--- src/rtl/synth_syx_pkg.sv ---
// Shared definitions for the synth-parameter SysEx parser: parser states,
// MIDI framing constants and a byte classifier used by the FSM.
package synth_syx_pkg;

    typedef enum logic [2:0] {
        ST_IDLE = 3'd0,
        ST_ID   = 3'd1,
        ST_CHAN = 3'd2,
        ST_BANK = 3'd3,
        ST_ADDR = 3'd4,
        ST_DATA = 3'd5,
        ST_SKIP = 3'd6
    } syx_state_t;

    typedef enum logic [2:0] {
        BC_DATA   = 3'd0,
        BC_START  = 3'd1,
        BC_END    = 3'd2,
        BC_RT     = 3'd3,
        BC_STATUS = 3'd4
    } syx_byte_class_t;

    localparam logic [7:0] SYX_START  = 8'hF0;
    localparam logic [7:0] SYX_END    = 8'hF7;
    localparam logic [7:0] SYX_RT_MIN = 8'hF8;
    localparam int         NUM_BANKS  = 6;

    // Realtime bytes are checked before F0/F7 so they never disturb framing
    function automatic syx_byte_class_t syx_classify(input logic [7:0] b);
        syx_byte_class_t c;
        if (b[7] == 1'b0) begin
            c = BC_DATA;
        end else if (b >= SYX_RT_MIN) begin
            c = BC_RT;
        end else if (b == SYX_START) begin
            c = BC_START;
        end else if (b == SYX_END) begin
            c = BC_END;
        end else begin
            c = BC_STATUS;
        end
        return c;
    endfunction

endpackage

--- src/rtl/syx_param_parser.sv ---
// SysEx parameter parser: turns F0 ID CHAN BANK ADDR DATA.. F7 into bank/address/data
// write strobes with a holdoff back-pressure counter. Optional macro: SYX_AUTOINC_EN.
module syx_param_parser
    import synth_syx_pkg::*;
#(
    parameter logic [6:0] MANUF_ID = 7'h7D,
    parameter int         HOLDOFF  = 6
) (
    input  logic       reg_clk,
    input  logic       reset_reg_N,
    input  logic [7:0] midi_byte,
    input  logic       midi_valid,
    output logic       midi_ready,
    input  logic [3:0] dev_ch,
    output logic [2:0] bank_adr,
    output logic [6:0] param_adr,
    output logic [7:0] out_data,
    output logic       data_ready,
    output logic       syx_active,
    output logic       syx_err
);

    syx_state_t      r_state;
    syx_state_t      w_state_nxt;
    syx_byte_class_t w_cls;
    logic            w_accept;
    logic            w_err_nxt;
    logic            w_strobe;
    logic            w_lat_bank;
    logic            w_lat_adr;

    logic [3:0]      r_hold_cnt;
    logic [2:0]      r_shadow_bank;
    logic [6:0]      r_shadow_adr;
    logic [2:0]      r_bank_adr;
    logic [6:0]      r_param_adr;
    logic [7:0]      r_out_data;
    logic            r_data_ready;
    logic            r_syx_active;
    logic            r_syx_err;

    assign w_accept   = midi_valid && midi_ready;
    assign w_cls      = syx_classify(midi_byte);
    assign midi_ready = (r_hold_cnt == 4'd0);

    assign bank_adr   = r_bank_adr;
    assign param_adr  = r_param_adr;
    assign out_data   = r_out_data;
    assign data_ready = r_data_ready;
    assign syx_active = r_syx_active;
    assign syx_err    = r_syx_err;

    // Next-state, error and latch-enable decode for the byte accepted this cycle
    always_comb begin
        w_state_nxt = r_state;
        w_err_nxt   = 1'b0;
        w_strobe    = 1'b0;
        w_lat_bank  = 1'b0;
        w_lat_adr   = 1'b0;
        if (w_accept) begin
            case (w_cls)
                BC_RT: begin
                    w_state_nxt = r_state;
                end
                BC_START: begin
                    w_state_nxt = ST_ID;
                    w_err_nxt   = (r_state != ST_IDLE) && (r_state != ST_SKIP);
                end
                BC_END: begin
                    w_state_nxt = ST_IDLE;
                end
                BC_STATUS: begin
                    w_state_nxt = ST_IDLE;
                    w_err_nxt   = (r_state != ST_IDLE);
                end
                BC_DATA: begin
                    case (r_state)
                        ST_ID: begin
                            if (midi_byte[6:0] == MANUF_ID) begin
                                w_state_nxt = ST_CHAN;
                            end else begin
                                w_state_nxt = ST_SKIP;
                                w_err_nxt   = 1'b1;
                            end
                        end
                        ST_CHAN: begin
                            if ((midi_byte[6:4] == 3'd0) && (midi_byte[3:0] == dev_ch)) begin
                                w_state_nxt = ST_BANK;
                            end else begin
                                w_state_nxt = ST_SKIP;
                                w_err_nxt   = 1'b1;
                            end
                        end
                        ST_BANK: begin
                            if (midi_byte[6:0] < 7'(NUM_BANKS)) begin
                                w_state_nxt = ST_ADDR;
                                w_lat_bank  = 1'b1;
                            end else begin
                                w_state_nxt = ST_SKIP;
                                w_err_nxt   = 1'b1;
                            end
                        end
                        ST_ADDR: begin
                            w_state_nxt = ST_DATA;
                            w_lat_adr   = 1'b1;
                        end
                        ST_DATA: begin
                            w_strobe = 1'b1;
`ifdef SYX_AUTOINC_EN
                            w_state_nxt = ST_DATA;
`else
                            w_state_nxt = ST_SKIP;
`endif
                        end
                        ST_IDLE, ST_SKIP: begin
                            w_state_nxt = r_state;
                        end
                        default: begin
                            w_state_nxt = ST_IDLE;
                        end
                    endcase
                end
                default: begin
                    w_state_nxt = ST_IDLE;
                end
            endcase
        end else begin
            w_state_nxt = r_state;
        end
    end

    // Parser state plus the status outputs that track it
    always_ff @(posedge reg_clk or negedge reset_reg_N) begin
        if (!reset_reg_N) begin
            r_state      <= ST_IDLE;
            r_syx_active <= 1'b0;
            r_syx_err    <= 1'b0;
        end else begin
            r_state      <= w_state_nxt;
            r_syx_active <= (w_state_nxt != ST_IDLE);
            r_syx_err    <= w_err_nxt;
        end
    end

    // Shadow bank/address captured from the header; address may advance per strobe
    always_ff @(posedge reg_clk or negedge reset_reg_N) begin
        if (!reset_reg_N) begin
            r_shadow_bank <= 3'd0;
            r_shadow_adr  <= 7'd0;
        end else begin
            if (w_lat_bank) begin
                r_shadow_bank <= midi_byte[2:0];
            end
            if (w_lat_adr) begin
                r_shadow_adr <= midi_byte[6:0];
            end
`ifdef SYX_AUTOINC_EN
            else if (w_strobe) begin
                r_shadow_adr <= r_shadow_adr + 7'd1;
            end
`endif
        end
    end

    // Decoder-facing write port: values held between strobes
    always_ff @(posedge reg_clk or negedge reset_reg_N) begin
        if (!reset_reg_N) begin
            r_bank_adr   <= 3'd0;
            r_param_adr  <= 7'd0;
            r_out_data   <= 8'd0;
            r_data_ready <= 1'b0;
        end else begin
            r_data_ready <= w_strobe;
            if (w_strobe) begin
                r_bank_adr  <= r_shadow_bank;
                r_param_adr <= r_shadow_adr;
                r_out_data  <= {1'b0, midi_byte[6:0]};
            end
        end
    end

    // Holdoff counter: a strobe can only occur while it is zero, so loading never collides
    always_ff @(posedge reg_clk or negedge reset_reg_N) begin
        if (!reset_reg_N) begin
            r_hold_cnt <= 4'd0;
        end else if (w_strobe) begin
            r_hold_cnt <= 4'(HOLDOFF);
        end else if (r_hold_cnt != 4'd0) begin
            r_hold_cnt <= r_hold_cnt - 4'd1;
        end else begin
            r_hold_cnt <= r_hold_cnt;
        end
    end

endmodule
--- config.mk ---
export PLATFORM = sky130hd
export DESIGN_NAME = syx_param_parser
export DESIGN_NICKNAME = d
export VERILOG_FILES = /design/src/rtl/synth_syx_pkg.sv /design/src/rtl/syx_param_parser.sv
export SDC_FILE = /design/constraint.sdc
export NUM_CORES = 1
export LEC_CHECK = 0
export BUFFER_PORTS_ARGS = -buffer_cell sky130_fd_sc_hd__buf_2
export CAP_MARGIN = 10
export CORE_MARGIN = 2
export CORE_UTILIZATION = 45
export CTS_CLUSTER_SIZE = 8
export DETAILED_ROUTE_END_ITERATION = 12
export GPL_TIMING_DRIVEN = 0
export PLACE_DENSITY_LB_ADDON = 0.25
export SLEW_MARGIN = 20
export SYNTH_ARGS = -nofsm -noshare
export SYNTH_HDL_FRONTEND = slang
export SYNTH_SLANG_ARGS = --single-unit
--- constraint.sdc ---
create_clock -name reg_clk -period 2.1 [get_ports reg_clk]
set_clock_uncertainty 0.2 [all_clocks]
set_input_delay 0.315 -clock reg_clk [delete_from_list [all_inputs] [get_ports reg_clk]]
set_output_delay 0.315 -clock reg_clk [all_outputs]
set_load 0.02 [all_outputs]
==> flow_summary.toml <==
[power]
clock_power_share_pct = 33.3
leakagePower_nw = 1.218
combinationalPowerShare_pct = 22.7
netSwitchingPower_mw = 0.5030
p_sw_share_pct = 27.44
ir_drop_uv = 528.5
power_density_nw_per_um2 = 784.2
p_seq_share_pct = 44.1
p_int_mw = 1.330

[route]
routedWlPerCell_microns = 15.71
ant_nets = 0
drt_iter0_markers = 32
via_per_inst = 5.360
drc = 0
vias = 1415
dr.pass1.iters = 5
routed_wl_mm = 4.147

[timing]
max_slew_margin_pct = 46.39
min_period_over_period_pct = 103.9
finalMaxSlewViolations = 0
timing.fmax_mhz = 458.5
min_period_ns = 2.181
setup_viol = 16
hold_ws_ns = 0.1137
rsz0062_at_grt = "yes"
worst_pin_slew_ns = 0.8041
finalHoldViolCount = 0
timing.final.ws_setup_ns = -0.08120

[worst_setup_path]
cp.arrival_ns = 2.16
worst_path_max_delay_cell = "or4b_4"
crit_path_start_kind = "flip-flop"
cp.required_ns = 2.07
path_delay_family = "simple AND/OR/NAND/NOR gates"
critPathMaxStageDelay_ns = 0.53
crit_buf_inv = 2
path_cells = "inv_2 > ha_4 > and4bb_2 > or4b_4 > buf_8 > mux2_4"
crit_path_max_fanout = 6
cp-end-kind = "flip-flop"
critPathKind = "reg2reg"

[run]
maxCapViolCount = 0

[yosys]
synth-seq-cells = 37
synth.distinct_cells = 37
syn_area_sq_um = 1743
synth_enable_flop_cells = 0
synth_nets = 183
avgSynthCellArea_sq_um = 10.44
synthCells = 167
synth_top_flop_cell = "dfrtp_1"
yosysSeqAreaShare_pct = 53.12
synthArstFlopShare_pct = 100.0
yosys_warnings = 0

[clock_network]
clkTransAtPathRegs_ns = 0.07
cts_sinks = 37
clk_path_buf_depth = 2
cts_htree_levels = 2
cts_root_buffer = "clkbuf_8"
cts_inserted_buffers = 5
cts_tree = "built"
insertion_delay_ns = 0.29

[floorplan]
core_sq_um = 3689
dieArea_sq_um = 4387
ioPinCount = 37
fp.dieH_microns = 66.24
start_util_pct = 47.25
die_width_microns = 66.24
rows = 22

[grt]
grt_usage_pct = 20.83
grt_pass1_vias = 1432
antenna_found_initial = 0
grt_overflow_total = 0
grt_max_degree = 38
grt_pass1_wl_mm = 6.762

[layout]
multi_input_area_sq_um = 844.6
fill_cells = 329
area_growth_pct = 34.10
finish.instance_area_sq_um = 2337
final_net_count = 231
seqCellArea_sq_um = 925.9
drive_gt1_share_pct = 46.30
final_cell_mix = "dfrtp_1, buf_2, nand2_1, mux2_2, nand2_2"
antenna_cells = 0
final_common_cell = "dfrtp_1"
fin_util_pct = 63.37

[placement]
placed_cell_area_sq_um = 1977
place.gp.congestion = 0.8213
post-dp-hpwl_mm = 2.752
portBuffers = 31

[worst_hold_path]
hold_class = "in2reg"

[status]
violations = "setup timing"
outcome = "complete, but fails checks"
[stage by stage]
step	setup TNS (ns)	std cells	power, mW	setup slack [ns]
detailed placement	-3.694	246	1.083	-0.2153
CTS	-1.388	264	1.807	-0.09415
global placement	-2.727	246	1.052	-0.1608
finish	-0.4674	264	1.833	-0.08120
floorplan	-0.7725	167	0.9872	-0.05334
global route	-1.799	264	1.921	-0.1495
[metal layers]
layer / global-route usage [%] / routed length, microns
met3: 5.111 / 211
met4: 6.888 / 36
met5: 0 / 0
met2: 34.75 / 2141
met1: 26.44 / 1758
[power by group through the flow]
stage                     registers [mW]  logic [mW]  clock network, mW
final                              0.808       0.416              0.610
after global routing               0.814       0.452              0.655
after CTS                          0.798       0.382              0.627
after detailed placement           0.809       0.274                  0
after global placement             0.803       0.249                  0
after floorplan                    0.799       0.188                  0
[sequential cells by signal, summed over array words and instances, names as in the netlist]
| name | flops |
|---|---|
| r_state | 3 |
| syx_active | 1 |
| param_adr | 7 |
| r_hold_cnt | 4 |
| out_data | 7 |
| r_shadow_bank | 3 |
| r_shadow_adr | 7 |
| syx_err | 1 |
| bank_adr | 3 |
| data_ready | 1 |
[what timing repair did]
action	CTS	global route
pin swaps	5	20
setup endpoints to repair	26	33
cloned	1	1
hold endpoints to repair	37	0
setup buffers	8	2
hold buffers	1	0
gates resized for setup	15	24
[Yosys cell counts, types with 2 or more instances]
| master | number | area, sq um |
|---|---|---|
| nand2b_1 | 2 | 12.51 |
| buf_2 | 4 | 20.02 |
| dfrtp_1 | 37 | 925.9 |
| nand2_1 | 36 | 135.1 |
| xor2_1 | 3 | 26.28 |
| a21o_1 | 2 | 15.01 |
| a21oi_1 | 4 | 20.02 |
| o21ai_0 | 5 | 25.02 |
| a31oi_1 | 4 | 25.02 |
| xnor2_1 | 2 | 17.52 |
| buf_4 | 2 | 15.01 |
| clkbuf_1 | 4 | 15.01 |
| nor3_1 | 5 | 25.02 |
| nor2b_1 | 2 | 12.51 |
| nor2_1 | 4 | 15.01 |
| or3_1 | 3 | 18.77 |
| nand3_1 | 6 | 30.03 |
| nand4_1 | 2 | 12.51 |
| inv_1 | 5 | 18.77 |
| mux2_2 | 17 | 191.4 |
| nand4b_1 | 2 | 17.52 |
[cells by family after synthesis]
kind of cell               Yosys count  synth area share (%)
DFF                                 37                 53.12
adders and majority gates            1                0.7178
muxes                               17                 10.98
buffers and inverters               16                 4.594
AOI/OAI and AO/OA                   20                 7.394
and+or+nand+nor                     70                 20.46
xor gates and xnor gates             5                 2.513
other                                1                0.2152
[layout make-up]
class / count / area share [%]
Clock inverter: 2 / 1.660
Buffer: 8 / 3.105
Clock buffer: 6 / 3.105
Multi-Input combinational cell: 114 / 36.13
Inverter: 5 / 0.8030
Sequential cell: 37 / 39.61
Tap cell: 48 / 2.570
Timing Repair Buffer: 44 / 13.01
[worst paths after layout]
kind,start,to,slack [ns],cells past startpoint
worst max register to register,r_hold_cnt[1],out_data[5],-0.08,6
min in group asynchronous,reset_reg_N,param_adr[4],0.45,2
worst min-delay path,midi_byte[3],r_shadow_adr[3],0.11,2
worst min register to register,r_shadow_adr[6],param_adr[6],0.27,2
worst max-delay path,r_hold_cnt[1],out_data[5],-0.08,6
max in group asynchronous,reset_reg_N,syx_active,0.74,2
No activity file was read; power rests on OpenSTA's default activity.
